### config.mk
export PLATFORM = sky130hd
export DESIGN_NAME = vga_sync_receiver
export DESIGN_NICKNAME = d
export VERILOG_FILES = /design/src/rtl/vga_rx_pkg.sv /design/src/rtl/vga_rx_crc16.sv /design/src/rtl/vga_sync_receiver.sv
export SDC_FILE = /design/constraint.sdc
export NUM_CORES = 1
export LEC_CHECK = 0
export ABC_CLOCK_PERIOD_IN_PS = 3000
export BUFFER_PORTS_ARGS = -buffer_cell sky130_fd_sc_hd__buf_2
export CAP_MARGIN = 0
export CORE_MARGIN = 3
export CORE_UTILIZATION = 40
export DETAILED_ROUTE_END_ITERATION = 8
export MAX_ROUTING_LAYER = met4
export SYNTH_ARGS = -nofsm -noshare
export SYNTH_HDL_FRONTEND = slang
export SYNTH_SLANG_ARGS = --single-unit
### constraint.sdc
create_clock -name Clock -period 3 [get_ports Clock]
set_input_delay 0.6 -clock Clock [delete_from_list [all_inputs] [get_ports Clock]]
set_output_delay 0.6 -clock Clock [all_outputs]
set_load 0.1 [all_outputs]
### src/rtl/vga_rx_pkg.sv
// rtl/vga_rx_pkg.sv - shared constants, FSM encoding and CRC helper for the VGA receiver
// Purpose: default 640x480@60 timing, lock FSM state encoding, CRC-16-CCITT
//          polynomial/seed and a 3-bit-per-step CRC update function.
// Ports:   none (package).
// Optional feature macro used by importers: VGA_RX_CRC_EN.
package vga_rx_pkg;

  localparam int DEF_H_ACTIVE = 640;
  localparam int DEF_H_SYNC   = 96;
  localparam int DEF_H_BACK   = 48;
  localparam int DEF_H_TOTAL  = 800;
  localparam int DEF_V_ACTIVE = 480;
  localparam int DEF_V_SYNC   = 2;
  localparam int DEF_V_BACK   = 33;
  localparam int DEF_V_TOTAL  = 525;

  localparam int              CNT_W   = 10;
  localparam logic [CNT_W-1:0] CNT_MAX = '1;

  typedef enum logic [1:0] {
    ST_SEARCH = 2'd0,
    ST_HLOCK  = 2'd1,
    ST_LOCKED = 2'd2
  } rx_state_t;

  localparam logic [15:0] CRC_POLY = 16'h1021;
  localparam logic [15:0] CRC_SEED = 16'hFFFF;

  // Shifts {R,G,B} into the CRC MSB-first, one bit per iteration.
  function automatic logic [15:0] crc16_step3(input logic [15:0] crc, input logic [2:0] data);
    logic [15:0] c;
    logic        fb;
    c = crc;
    for (int i = 2; i >= 0; i--) begin
      fb = c[15] ^ data[i];
      c  = {c[14:0], 1'b0} ^ (fb ? CRC_POLY : 16'h0000);
    end
    return c;
  endfunction

endpackage

### src/rtl/vga_rx_crc16.sv
// rtl/vga_rx_crc16.sv - CRC-16-CCITT accumulator over 3-bit pixel words
// Purpose: running CRC of captured pixels; seed_load has priority over enable.
// Ports:   clk, rst_n (async active-low), seed_load, enable, data[2:0], crc[15:0].
// Instantiated by vga_sync_receiver only when VGA_RX_CRC_EN is defined.
module vga_rx_crc16
  import vga_rx_pkg::*;
(
  input  logic        clk,
  input  logic        rst_n,
  input  logic        seed_load,
  input  logic        enable,
  input  logic [2:0]  data,
  output logic [15:0] crc
);

  always_ff @(posedge clk or negedge rst_n) begin
    if (!rst_n) begin
      crc <= CRC_SEED;
    end else if (seed_load) begin
      crc <= CRC_SEED;
    end else if (enable) begin
      crc <= crc16_step3(crc, data);
    end
  end

endmodule

### src/rtl/vga_sync_receiver.sv
// rtl/vga_sync_receiver.sv - VGA sync receiver: line/frame tracking, lock FSM, pixel capture
// Purpose: tracks active-low hsync/vsync on pixel ticks, locks to the timing,
//          reports line/frame errors and emits active-area pixels with coordinates.
// Ports:   Clock, Reset (async active-low), iPixelEnable, iHsync, iVsync, iRGB[2:0];
//          oX[9:0], oY[9:0], oRGB[2:0], oPixelValid, oLocked, oFrameStart,
//          oErrLine, oErrFrame; with VGA_RX_CRC_EN also oFrameCrc[15:0], oCrcValid.
// Optional feature macro: VGA_RX_CRC_EN (per-frame CRC of captured pixels).
module vga_sync_receiver
  import vga_rx_pkg::*;
#(
  parameter int H_ACTIVE = DEF_H_ACTIVE,
  parameter int H_SYNC   = DEF_H_SYNC,
  parameter int H_BACK   = DEF_H_BACK,
  parameter int H_TOTAL  = DEF_H_TOTAL,
  parameter int V_ACTIVE = DEF_V_ACTIVE,
  parameter int V_SYNC   = DEF_V_SYNC,
  parameter int V_BACK   = DEF_V_BACK,
  parameter int V_TOTAL  = DEF_V_TOTAL
) (
  input  logic        Clock,
  input  logic        Reset,
  input  logic        iPixelEnable,
  input  logic        iHsync,
  input  logic        iVsync,
  input  logic [2:0]  iRGB,
  output logic [9:0]  oX,
  output logic [9:0]  oY,
  output logic [2:0]  oRGB,
  output logic        oPixelValid,
  output logic        oLocked,
  output logic        oFrameStart,
  output logic        oErrLine,
  output logic        oErrFrame
`ifdef VGA_RX_CRC_EN
  ,
  output logic [15:0] oFrameCrc,
  output logic        oCrcValid
`endif
);

  localparam logic [9:0] H_LAST  = 10'(H_TOTAL - 1);
  localparam logic [9:0] V_LAST  = 10'(V_TOTAL - 1);
  localparam logic [9:0] H_START = 10'(H_SYNC + H_BACK);
  localparam logic [9:0] H_END   = 10'(H_SYNC + H_BACK + H_ACTIVE);
  localparam logic [9:0] V_START = 10'(V_SYNC + V_BACK);
  localparam logic [9:0] V_END   = 10'(V_SYNC + V_BACK + V_ACTIVE);

  rx_state_t  state;
  logic [9:0] hcnt;
  logic [9:0] vcnt;
  logic       prev_hsync;
  logic       prev_vsync;
  logic       err_pending;   // one line error already seen while locked

  logic       h_fall;
  logic       v_fall;
  logic [9:0] h_next;
  logic [9:0] v_next;
  logic       line_err;
  logic       frame_err;
  logic       enter_locked;
  logic       pixel_hit;

  // Position of the current tick: the sync-fall tick itself is coordinate 0,
  // so active-area tests and oX/oY use the post-update counter values.
  always_comb begin
    h_fall       = iPixelEnable & prev_hsync & ~iHsync;
    v_fall       = iPixelEnable & prev_vsync & ~iVsync;
    h_next       = h_fall ? 10'd0 : ((hcnt == CNT_MAX) ? hcnt : hcnt + 10'd1);
    if (v_fall)
      v_next = 10'd0;
    else if (h_fall && (vcnt != CNT_MAX))
      v_next = vcnt + 10'd1;
    else
      v_next = vcnt;
    // Error checks use the pre-edge counts.
    line_err     = h_fall && (hcnt != H_LAST);
    frame_err    = v_fall && (vcnt != V_LAST);
    enter_locked = (state == ST_HLOCK) && v_fall && !line_err;
    pixel_hit    = iPixelEnable && (state == ST_LOCKED) &&
                   (h_next >= H_START) && (h_next < H_END) &&
                   (v_next >= V_START) && (v_next < V_END);
  end

`ifdef VGA_RX_CRC_EN
  logic [15:0] crc;

  // Reseeded on every vsync fall; the published value is taken before reseed.
  vga_rx_crc16 u_crc (
    .clk       (Clock),
    .rst_n     (Reset),
    .seed_load (v_fall),
    .enable    (pixel_hit),
    .data      (iRGB),
    .crc       (crc)
  );
`endif

  always_ff @(posedge Clock or negedge Reset) begin
    if (!Reset) begin
      state       <= ST_SEARCH;
      hcnt        <= '0;
      vcnt        <= '0;
      prev_hsync  <= 1'b1;
      prev_vsync  <= 1'b1;
      err_pending <= 1'b0;
      oX          <= '0;
      oY          <= '0;
      oRGB        <= '0;
      oPixelValid <= 1'b0;
      oLocked     <= 1'b0;
      oFrameStart <= 1'b0;
      oErrLine    <= 1'b0;
      oErrFrame   <= 1'b0;
`ifdef VGA_RX_CRC_EN
      oFrameCrc   <= '0;
      oCrcValid   <= 1'b0;
`endif
    end else begin
      oPixelValid <= 1'b0;
      oFrameStart <= 1'b0;
      oErrLine    <= 1'b0;
      oErrFrame   <= 1'b0;
`ifdef VGA_RX_CRC_EN
      oCrcValid   <= 1'b0;
`endif
      if (iPixelEnable) begin
        prev_hsync <= iHsync;
        prev_vsync <= iVsync;
        hcnt       <= h_next;
        vcnt       <= v_next;

        if (state != ST_SEARCH) begin
          oErrLine  <= line_err;
          oErrFrame <= frame_err;
        end
        if (v_fall && ((state == ST_LOCKED) || enter_locked))
          oFrameStart <= 1'b1;
        if (pixel_hit) begin
          oX          <= h_next - H_START;
          oY          <= v_next - V_START;
          oRGB        <= iRGB;
          oPixelValid <= 1'b1;
        end
`ifdef VGA_RX_CRC_EN
        if (v_fall && (state == ST_LOCKED)) begin
          oFrameCrc <= crc;
          oCrcValid <= 1'b1;
        end
`endif

        case (state)
          ST_SEARCH: begin
            if (h_fall)
              state <= ST_HLOCK;
          end
          ST_HLOCK: begin
            if (enter_locked) begin
              state       <= ST_LOCKED;
              oLocked     <= 1'b1;
              err_pending <= 1'b0;
            end
          end
          ST_LOCKED: begin
            // Second consecutive bad line drops all the way back to SEARCH.
            if (line_err && err_pending) begin
              state       <= ST_SEARCH;
              oLocked     <= 1'b0;
              err_pending <= 1'b0;
            end else if (frame_err) begin
              state       <= ST_HLOCK;
              oLocked     <= 1'b0;
              err_pending <= 1'b0;
            end else if (line_err) begin
              err_pending <= 1'b1;
            end else if (h_fall) begin
              err_pending <= 1'b0;
            end
          end
          default: begin
            state   <= ST_SEARCH;
            oLocked <= 1'b0;
          end
        endcase
      end
    end
  end

endmodule

* Yosys cells after proc, flatten, opt, wreduce, memory -nomap -nowiden *
Index checks and enable logic that the tools add are counted.

storage, ports and cells
  logic and storage cells = 87
  input port bits = 8
  register bits after elaboration = 53
  output and inout port bits = 28

cells by class
  $add $sub $neg = 4
  reduce and logical (&&, ||, !) cells = 21
  eq/ne operators = 10
  multiplexer cells = 27
  order comparisons = 4
  bitwise operators = 7

operator list
  kind                     number
  $mux W10                 4
  $ne A10 B10 Y1 const B   3
  $add A10 B1 Y10 const B  2
  $lt A10 B10 Y1 const B   2
  $mux W1                  16
  $logic_and A1 B1 Y1      12
  $reduce_and A4 Y1        3
  $eq A10 B10 Y1 const B   1
  $ge A10 B6 Y1 const B    1
  $ge A10 B8 Y1 const B    1
  $sub A10 B6 Y10 const B  1
  $sub A10 B8 Y10 const B  1
  $mux W2                  4
  $pmux W2 S3              1
  $ne A5 B4 Y1 const B     1
  $and A1 B1 Y1            4
  $ne A2 B2 Y1 const B     2
  $reduce_bool A2 Y1       2
  $ne A3 B2 Y1 const B     1
  $not A1 Y1               3
  $pmux W1 S3              1
  $eq A2 B1 Y1 const B     1
  $eq A2 B2 Y1 const B     1
  $logic_not A2 Y1         1
  other kinds (4)          4

* Longest topological paths before layout *
Gate-level depths: netlist (run 1).

  depth in word-level cells = 10
  gate-level depth with buffers = 14
  depth with buffers taken out = 12

* Worst setup path before layout (run 1) *
No wires, ideal clock.

  path type = input to register
  from = input iHsync
  to = register oRGB[0]
  library setup time = 0.125 ns
  stages = 13
  path buffers = 2
  required time = 2.875 ns
  data arrival time = 3.093 ns
  setup slack = -0.218 ns
  cell sequence = nand3b_1 -> a41o_2 -> xnor2_1 -> nor2_1 -> ha_1 -> inv_1 -> o31a_1 -> a211oi_2 -> o41ai_1 -> a221o_1 -> buf_6 -> buf_12 -> mux2_4

between the ends
  cells in the longest elaborated chain, start to end = 9
  elaborated cells between the ends (all ways) = 15
  those cells by class = 4 x order compare; 3 x mux; 2 x bitwise; 6 x reduce/logical

RTL lines
  what                                    line                      RTL
  from (decl)                             vga_sync_receiver.sv:23   input logic iHsync,
  $not A1 Y1 (*)                          vga_sync_receiver.sv:67   h_fall = iPixelEnable & prev_hsync & ~iHsync;
  $and A1 B1 Y1 (*)                       vga_sync_receiver.sv:67
  $logic_and A1 B1 Y1 (*)                 vga_sync_receiver.sv:72   else if (h_fall && (vcnt != CNT_MAX))
  $mux W10 (*)                            vga_sync_receiver.sv:72
  $mux W10 (*)                            vga_sync_receiver.sv:70   if (v_fall)
  net v_next[0]                           vga_sync_receiver.sv:58   logic [9:0] v_next;
  $ge A10 B6 Y1                           vga_sync_receiver.sv:82   (v_next >= V_START) && (v_next < V_END);
  $logic_and A1 B1 Y1                     vga_sync_receiver.sv:81   (h_next >= H_START) && (h_next < H_END) &&
  $logic_and A1 B1 Y1 (*)                 vga_sync_receiver.sv:82
  $reduce_and A2 Y1 (no source line) (*)  n/a
  to (signal assigned)                    vga_sync_receiver.sv:142  oRGB <= iRGB;
  to (decl)                               vga_sync_receiver.sv:28   output logic [2:0] oRGB,

Mark *: on every way through the listed nets, which the timed path passes. The rest lies on a longest branch.
A chain may end at the register's enable or synchronous reset.

* Final worst setup path (run 1) *
  from = register vcnt[1]
  to = register oX[0]

between the ends
  cells in the longest elaborated chain, start to end = 8
  elaborated cells between the ends (all ways) = 10
  those cells by class = 1 x add/sub; 2 x order compare; 1 x eq/ne; 2 x mux; 4 x reduce/logical

RTL lines
  what                                    line                      RTL
  from (decl)                             vga_sync_receiver.sv:50   logic [9:0] vcnt;
  from (signal assigned)                  vga_sync_receiver.sv:131  vcnt <= v_next;
  $ne A10 B10 Y1 (*)                      vga_sync_receiver.sv:72
  $logic_and A1 B1 Y1 (*)                 vga_sync_receiver.sv:72
  $mux W10 (*)                            vga_sync_receiver.sv:72
  $mux W10 (*)                            vga_sync_receiver.sv:70
  net v_next[0]                           vga_sync_receiver.sv:58
  $ge A10 B6 Y1                           vga_sync_receiver.sv:82
  $logic_and A1 B1 Y1                     vga_sync_receiver.sv:81
  $logic_and A1 B1 Y1 (*)                 vga_sync_receiver.sv:82
  $reduce_and A2 Y1 (no source line) (*)  n/a
  to (signal assigned)                    vga_sync_receiver.sv:140  oX <= h_next - H_START;
  to (decl)                               vga_sync_receiver.sv:26   output logic [9:0] oX,

Marked as above.

==> summary.txt, run 1 <==
status: complete, but fails checks
violated checks: negative setup slack
Crit path buffers/inverters: 2
Crit path max-delay family: compound AO/OA/AOI/OAI gates
DP HPWL: 5600 um
worst endpoint data arrival time: 3.24 ns
Final WS setup: -0.0349 ns
Syn Inst Count: 308
final core utilization: 51.5%
Critical Path Start: vcnt[1]
Die Width: 96.0 um
routed wire length per instance: 14.5 um
FF+latch area: 1330 sq um
Avg Inst Size Synth: 10.5 sq um
Post-synth EDFFs: 0
critical path capture point type: flop
io pins: 36
crit-path max FO: 24
clk buf depth: 2
die area: 9210 sq um
FF-to-FF path depth: 13
Slew HR: 60.1%
Hold Path Class: primary input to asynchronous set/reset pin
share of layout cells above drive strength 1: 38.3%
Seq/Total Area, Yosys: 41.1%
Slew Limit Fails: 0
Synth cell types: 66
worst vdd ir: 0.401 mV
worst path cell trace: ha_2 > and3_1 > a41o_2 > xnor2_2 > nor2_2 > ha_2 > inv_2 > o31a_1 > a211oi_2 > o41ai_1 > a221o_1 > buf_12 > mux2_2
die height: 96.0 um
Least-Margin Pin Slew: 0.583 ns
placed insts: 492
Synth top area share: 39.4%
GRT Util Overall: 17.1%
setup_tns: -0.386 ns
gp weighted congestion: 0.889
FFs w/ async S/R, synth: 100%
main area contributors after synthesis: dfrtp_1 39%, mux2_4 7.4%, mux2_2 4.2%
Core Area: 7810 sq um
instance count on the critical path: 13
synthesis-stage register bit count: 53
CTS buffer count: 5
CTS tree: yes
Multi-input gate area: 1730 sq um
most frequent cell after synthesis: dfrtp_1
Post-Syn Area: 3240 sq um
launching element type of the critical path: flop
Row Count: 32
Final Hold Vio Count: 0
DRT antenna net count: 0
Avg Vias per Cell: 5.16
r2r startpoint: vcnt[1]
Finished Layout Cells: 501
min cycle time layout: 3.03 ns
Pleak: 2.08 nW
Syn Nets: 326
Area Overhead vs Synth: 24.1%
PD cells: 777 nW/um^2
R2R setup slack: -0.03 ns
most common flop cell mapped by yosys: dfrtp_1
vias in the first global route: 2463
endpoints failing setup: 20
drt pass-1 iters: 4
1st-iter DRT viols: 130
Setup CP Type: flop to flop
synth warn: 0
RSZ-0062 raised after global routing: true
Worst-path clk slew: 0.10 ns
CP endpoint: oX[0]
total power: 3.12 mW
CP most frequent cell: ha_2
CP max stage delay: 0.41 ns
worst r2r dst: oX[0]
total vias in the final route: 2585
total grt overflow: 0
first-pass GRT wire length: 12000 um
required time worst endpoint: 3.21 ns
Antenna diodes: 0
Clk Latency, worst-skew pair: 0.32 ns
nets: 416
Sink Count: 53
Max Fclk: 329 MHz
CTS Root Cell: clkbuf_8
# DRC: 0
Final Skew: 0.00870 ns
Fillers: 724
count of input and output buffers: 35
htree depth: 2
Detailed Route WL: 7250 um
initial antenna violation count: 0
Initial Util: 41.5%
Commonest cells post-synth: 51 x dfrtp_1, 30 x nor2_1, 19 x inv_1
final period utilization: 101%
Max-Cap Viols: 0
largest net degree at the start of global routing: 25
Yosys top cell by area: dfrtp_1
critical path's slowest cell: dfrtp_1
==> cell usage in the layout, fill, tap and decap left out, types with 2 or more instances in the layout <==
cell type,Yosys,layout
a21oi_1,11,11
nor4_1,2,2
nand3b_1,2,2
nand3_1,8,8
a221o_1,2,2
o31a_1,2,2
and3_1,6,6
mux2_2,12,12
nand4_1,6,6
and3b_1,2,2
xnor2_1,10,9
nor3_1,8,8
and4_1,2,2
a41o_1,2,2
dfstp_2,2,2
buf_4,1,62
inv_1,19,18
o311ai_0,2,2
nand2_1,18,18
ha_2,0,2
dfrtp_1,51,50
o211ai_1,3,3
o21ai_0,14,14
o31ai_1,2,2
buf_2,6,35
or3_1,2,2
mux2_4,16,16
clkbuf_8,1,5
mux2i_1,13,13
inv_6,0,2
ha_1,10,8
nor2_1,30,29
xor2_1,4,4
==> worst reg2reg max path: stages (launching register included) <==
cell	delay, ns
dfrtp_1	0.41
ha_2	0.19
and3_1	0.16
a41o_2	0.32
xnor2_2	0.19
nor2_2	0.07
ha_2	0.20
inv_2	0.06
o31a_1	0.13
a211oi_2	0.07
o41ai_1	0.30
a221o_1	0.25
buf_12	0.21
mux2_2	0.36
==> where the power goes <==
group	total, mW	internal (mW)	leakage [nW]	switching, mW
sequential	1.03	0.880	0.698	0.154
clock	0.436	0.171	0.0452	0.266
combinational	1.65	0.527	1.34	1.13
total	3.12	1.58	2.08	1.55
==> timing repair <==
action | in CTS | in global routing
buffers inserted | 0 | 1
endpoints found under the setup margin | 21 | 22
hold buffers | 0 | 0
resized for setup | 3 | 0
pin swaps | 0 | 1
==> logic make-up after synthesis <==
family                   share of synthesized area, %
AND/OR/NAND/NOR                                  16.0
AO/OA/AOI/OAI                                    13.9
flip-flops                                       41.1
multiplexers                                     15.6
buffers and inverters                            5.84
XOR/XNOR                                         3.79
adder cells (fa/ha/maj)                          3.87
==> how the worst min path moves through the flow <==
stage,from,endpoint,depth (start not counted)
finish,Reset,vcnt[0],1
global placement,err_pending,err_pending,2
CTS,Reset,oFrameStart,1
detailed placement,oRGB[0],oRGB[0],1
floorplan,Reset,err_pending,0
global route,Reset,vcnt[2],1
==> registers in the layout, indices dropped and copies added, names as in the netlist, 2 cells and up <==
name,cells
hcnt,10
oRGB,3
oX,10
oY,10
state,2
vcnt,10
==> per-layer routing <==
metal  vias up  part of all wire [%]  track usage (%)
met3         5                   3.2             2.58
met4         0                  0.95             3.67
li1       1295                     -                -
met1      1242                    50             23.7
met5         -                     0                -
met2        43                    46             26.6
==> metrics by stage <==
step | setup slack [ns] | instance area, sq um | hold slack [ns]
after floorplan | -0.176 | 3250 | 0.304
after global placement | -0.119 | 3910 | 0.491
after detailed placement | -0.132 | 3910 | 0.492
after CTS | 0.00892 | 4010 | 0.244
after global routing | -0.148 | 4020 | 0.262
final | -0.0349 | 4020 | 0.231
==> layout make-up <==
cell class	count	area share, %
timing repair buffer	98	16.4
clock buffer	5	1.71
inverter	19	1.78
clock inverter	3	0.623
tap	102	3.18
sequential	53	33.1
multi-input combinational	221	43.2
Power figures use the tool's default switching activity.
==> run 2, diff against run 1 <==
Settings changed: SKIP_LAST_GASP set to 1.
==> run 2 against run 1 <==
- final cell count is 1.4% higher
- hold slack better by 0.0020 ns
- the run still ends with negative setup slack left
- flip-flop and latch count stayed put
- clock skew is 0.0012 ns lower
- sequential share of layout area is 0.97 points lower
- critical path type unchanged
- register-to-register slack worse by 0.03 ns
- global-route usage is 0.068 points lower
==> summary.txt, run 2 (synthesized netlist as in run 1, its figures left out) <==
status: complete, but fails checks
violated checks: negative setup slack
gp weighted congestion: 0.889 (unchanged)
Finished Layout Cells: 508 (+1.4%)
GRT Util Overall: 17.0% (-0.068 points)
Final Skew: 0.00746 ns (-0.00124 ns)
Area Overhead vs Synth: 27.8%
Area after DPL: 3910 sq um (unchanged)
worst vdd ir: 0.402 mV (+0.32%)
htree depth: 2 (unchanged)
DP HPWL: 5600 um (unchanged)
placed insts: 492 (unchanged)
worst endpoint data arrival time: 3.28 ns (+0.04 ns)
final core utilization: 53.0% (+1.5 points)
total grt overflow: 0 (unchanged)
first-pass GRT wire length: 12000 um (-0.40%)
setup_tns: -0.944 ns (-0.558 ns)
required time worst endpoint: 3.22 ns (about the same)
io pins: 36 (unchanged)
RSZ-0062 raised after global routing: true
FF+latch area: 1330 sq um (about the same)
die area: 9210 sq um (unchanged)
min cycle time layout: 3.07 ns (+0.0303 ns)
pre-CTS WS: -0.132 ns (unchanged)
commonest non-fill, non-tap cells in the layout: 66 x buf_4, 51 x dfrtp_1, 35 x buf_2
Fillers: 708 (-2.2%)
Slew HR: 60.3% (+0.15 points)
total vias in the final route: 2649 (+2.5%)
routed wire length per instance: 14.7 um (+1.4%)
most common cell after layout, fill and taps aside: buf_4
Max-Cap Viols: 0 (unchanged)
Hold Path Class: primary input to asynchronous set/reset pin
CTS buffer count: 5 (unchanged)
launching element type of the critical path: flop
total power: 3.15 mW (+0.92%)
Initial Util: 41.5% (unchanged)
Multi-input gate area: 1760 sq um (+1.6%)
crit-path max FO: 6 (-75%)
DRT antenna net count: 0 (unchanged)
Core Area: 7810 sq um (unchanged)
# DRC: 0 (unchanged)
Clk Latency, worst-skew pair: 0.32 ns (about the same)
Pleak: 2.14 nW (+2.9%)
Final WS setup: -0.0652 ns (-0.0303 ns)
Final Hold Vio Count: 0 (unchanged)
Slew Limit Fails: 0 (unchanged)
nets: 423 (+1.7%)
CTS Root Cell: clkbuf_8
vias in the first global route: 2459 (-0.16%)
CTS tree: yes
initial antenna violation count: 0 (unchanged)
Setup CP Type: flop to flop
count of input and output buffers: 35 (unchanged)
drt pass-1 iters: 4 (unchanged)
Detailed Route WL: 7460 um (+2.8%)
Antenna diodes: 0 (unchanged)
Max Fclk: 326 MHz (-0.99%)
PD cells: 762 nW/um^2 (-2.0%)
largest net degree at the start of global routing: 25 (unchanged)
1st-iter DRT viols: 147 (+13%)
Least-Margin Pin Slew: 0.581 ns (-0.00214 ns)
critical path capture point type: flop
Min Hold Slack: 0.233 ns (+0.00197 ns)
Sink Count: 53 (unchanged)
Worst-path clk slew: 0.11 ns (about the same)
final instance area: 4140 sq um (+2.9%)
clk buf depth: 2 (unchanged)
die height: 96.0 um (unchanged)
Avg Vias per Cell: 5.21 (+1.1%)
Row Count: 32 (unchanged)
final period utilization: 102% (+1.0 points)
Die Width: 96.0 um (unchanged)
share of layout cells above drive strength 1: 40.1% (+1.8 points)
endpoints failing setup: 20 (unchanged)
-- run 2: cell types whose count changed in the layout (fill, tap and decap cells not counted), sizes merged --
cell,change
buf,+5
clkbuf,+2
-- run 2: path summary, 6_finish.rpt --
kind                            startpoint       to  slack, ns  depth (start not counted)
worst min-delay path                 Reset  vcnt[2]       0.23                          1
worst max register to register     vcnt[0]    oX[4]      -0.07                         13
worst min register to register       oY[3]    oY[3]       0.51                          1
worst max-delay path               vcnt[0]    oX[4]      -0.07                         13
min in group Clock                 iRGB[1]  oRGB[1]       0.50                          2
max in group asynchronous            Reset    oX[0]       2.16                          2
-- run 2: final cells by class --
cell class,instances,area share (%)
multi-input cells,221,42.6
flip-flops and latches,53,32.1
repair buffers,105,18.2
well taps,102,3.09
inverters,19,1.72
clock buffers,5,1.66
clock inverters,3,0.605
-- run 2: per-layer routing --
layer | GRT usage, % | vias up | wire, um
met5 | - | - | 0
li1 | - | 1316 | -
met1 | 23.6 | 1268 | 3660
met3 | 2.58 | 9 | 245
met2 | 26.5 | 56 | 3440
met4 | 3.67 | 0 | 110
-- run 2: repair_timing --
item	in CTS	in global routing
cloned	0	3
buffers inserted	0	5
pin swaps	0	1
endpoints found under the setup margin	21	23
hold buffers	0	0
resized for setup	1	7
-- run 2: worst max-delay path: stages (launching register included) --
cell       delay (ns)
dfrtp_1          0.40
ha_2             0.20
and3_4           0.15
a41o_4           0.30
xnor2_2          0.15
nor2_2           0.12
ha_2             0.20
inv_2            0.04
o31a_1           0.10
a211oi_2         0.25
o41ai_2          0.09
a221o_2          0.47
clkbuf_16        0.20
mux2_4           0.29
-- run 2: power breakdown --
group	internal (mW)	total [mW]	switching, mW
registers	0.879	1.03	0.154
logic	0.547	1.68	1.14
clock network	0.171	0.437	0.266
total	1.60	3.15	1.55
==> run 3, diff against run 2 <==
Settings changed: ABC_CLOCK_PERIOD_IN_PS 3000 to 3100, CORE_MARGIN 3 to not set.
Clock period 3 ns to 3.1 ns, I/O delays scaled along.
==> run 3 against run 2 <==
- the run now ends clean
- wire length fell by 2.2%
- worst setup slack improved by 0.14 ns
- clock power fell by 9.8%
- flip-flop and latch count did not move
- first-iteration DRC count fell by 1.4%
- register-to-register slack improved by 0.14 ns
- sequential share of layout area rose by 1.1 points
- utilization fell by 1.5 points
- final cell count fell by 3.0%
- critical path depth did not move
- count of clock-buffer cells in the layout did not move
- critical path type unchanged
- largest power group unchanged
- highest routed layer unchanged
==> summary.txt, run 3 (synthesized netlist as in run 1, its figures left out) <==
status: finished clean
Initial Util: 41.7% (+0.21 points)
Die Width: 92.0 um (-4.2%)
htree depth: 2 (unchanged)
Area after DPL: 3830 sq um (-2.1%)
Fillers: 731 (+3.2%)
required time worst endpoint: 3.30 ns (+0.08 ns)
die area: 8460 sq um (-8.2%)
Crit path buffers/inverters: 2 (unchanged)
crit-path max FO: 7 (+1)
most common cell after layout, fill and taps aside: buf_4
gp weighted congestion: 0.851 (-4.3%)
Crit path max-delay family: compound AO/OA/AOI/OAI gates
Seq pwr share: 33.4% (+0.6 points)
Finished Layout Cells: 493 (-3.0%)
placed insts: 481 (-2.2%)
instance count on the critical path: 13 (unchanged)
endpoints failing setup: 0 (-100%)
Internal: 1.51 mW (-5.2%)
CTS tree: yes
Least-Margin Pin Slew: 0.674 ns (+0.0924 ns)
clock network power share: 13.2% (-0.7 points)
worst path cell trace: ha_2 > and3_4 > a41o_4 > xnor2_2 > nor2_2 > ha_2 > inv_2 > o31a_1 > a211oi_2 > o41ai_2 > a221o_2 > clkbuf_16 > mux2_4
hold buffers post-CTS: 0 (unchanged)
routed wire length per instance: 14.8 um (+0.76%)
pre-CTS WS: -0.0670 ns (+0.0652 ns)
final instance area: 4000 sq um (-3.2%)
die height: 92.0 um (-4.2%)
Avg Vias per Cell: 5.28 (+1.3%)
worst vdd ir: 0.311 mV (-23%)
switch share: 49.5% (+0.11 points)
total vias in the final route: 2605 (-1.7%)
Final Hold Vio Count: 0 (unchanged)
Pleak: 2.06 nW (-3.9%)
FF-to-FF path depth: 13 (unchanged)
share of layout cells above drive strength 1: 38.4% (-1.8 points)
Min Hold Slack: 0.228 ns (-0.00513 ns)
setup_tns: 0 ns (+0.944 ns)
Detailed Route WL: 7290 um (-2.2%)
Final WS setup: 0.0743 ns (+0.140 ns)
# DRC: 0 (unchanged)
Final Skew: 0.0126 ns (+0.00518 ns)
initial antenna violation count: 0 (unchanged)
CTS Root Cell: clkbuf_8
DP HPWL: 5480 um (-2.1%)
first-pass GRT wire length: 12300 um (+2.5%)
1st-iter DRT viols: 145 (-1.4%)
Core Area: 7770 sq um (-0.51%)
Max Fclk: 331 MHz (+1.3%)
largest net degree at the start of global routing: 37 (+48%)
DRT antenna net count: 0 (unchanged)
Sink Count: 53 (unchanged)
Clk Latency, worst-skew pair: 0.32 ns (about the same)
R2R setup slack: 0.07 ns (+0.14 ns)
Slew Limit Fails: 0 (unchanged)
commonest non-fill, non-tap cells in the layout: 52 x buf_4, 49 x dfrtp_1, 35 x buf_2
critical path capture point type: flop
launching element type of the critical path: flop
Slew HR: 53.9% (-6.3 points)
worst endpoint data arrival time: 3.23 ns (-0.05 ns)
io pins: 36 (unchanged)
CP max stage delay: 0.44 ns (-0.03 ns)
drt pass-1 iters: 4 (unchanged)
final period utilization: 97.6% (-4.6 points)
final core utilization: 51.5% (-1.5 points)
PD cells: 748 nW/um^2 (-1.8%)
Worst-path clk slew: 0.10 ns (about the same)
logic gate share of total power: 53.4% (about the same)
Max-Cap Viols: 0 (unchanged)
count of input and output buffers: 35 (unchanged)
total power: 2.99 mW (-5.0%)
min cycle time layout: 3.03 ns (-0.0395 ns)
nets: 408 (-3.5%)
CTS buffer count: 5 (unchanged)
critical path's slowest cell: a221o_2
net switching power: 1.48 mW (-4.8%)
total grt overflow: 0 (unchanged)
Row Count: 32 (unchanged)
CP most frequent cell: ha_2
GRT Util Overall: 18.9% (+1.9 points)
Antenna diodes: 0 (unchanged)
Hold Path Class: primary input to asynchronous set/reset pin
clk buf depth: 2 (unchanged)
Setup CP Type: flop to flop
Area Overhead vs Synth: 23.6%
vias in the first global route: 2536 (+3.1%)
-- run 3: what timing repair did --
item                       in CTS  in global routing
buffers inserted                0                  3
hold endpoints to repair        0                  0
resized for setup               0                 12
setup endpoints to repair       0                 23
-- run 3: area by class of cell --
class                   count  area (sq um)  share of cell area (%)
flip-flops and latches     53          1330                    33.3
clock inverters             3          17.5                   0.438
clock buffers               5          68.8                    1.72
inverters                  19          71.3                    1.78
multi-input cells         221          1760                    44.1
repair buffers             90           622                    15.5
well taps                 102           128                    3.19
-- run 3: routing by layer --
metal  up-vias  part of all wire (%)  GRT usage (%)  routed length (um)
met3         9                   4.2           3.32                 306
met4         0                   1.4           5.34                 103
met1      1247                    49           26.1                3560
met5         -                     0              -                   0
met2        73                    46           28.5                3330
li1       1276                     -              -                   -
-- run 3: worst register-to-register path: stages, from the launching register on --
cell and delay [ns]:
dfrtp_1 0.39, ha_2 0.20, and3_4 0.15, a41o_4 0.23, xnor2_2 0.14, nor2_2 0.15
ha_2 0.20, inv_2 0.04, o31a_1 0.10, a211oi_2 0.29, o41ai_2 0.11, a221o_2 0.44
clkbuf_16 0.19, mux2_4 0.29
-- run 3: power by group through the flow --
stage	registers, mW	clock network (mW)	logic, mW
global route	1.03	0.441	1.71
floorplan	1.62	0	0.601
detailed placement	1.01	0	1.58
global placement	1.01	0	1.56
finish	1.00	0.394	1.60
CTS	0.998	0.416	1.58
-- run 3: worst paths after layout --
| path | from | end |
|---|---|---|
| worst max-delay path | vcnt[1] | oX[8] |
| worst min-delay path | Reset | vcnt[3] |
| worst max register to register | vcnt[1] | oX[8] |
| worst min register to register | oY[7] | oY[7] |
| max in group asynchronous | Reset | hcnt[1] |
| min in group Clock | oY[7] | oY[7] |
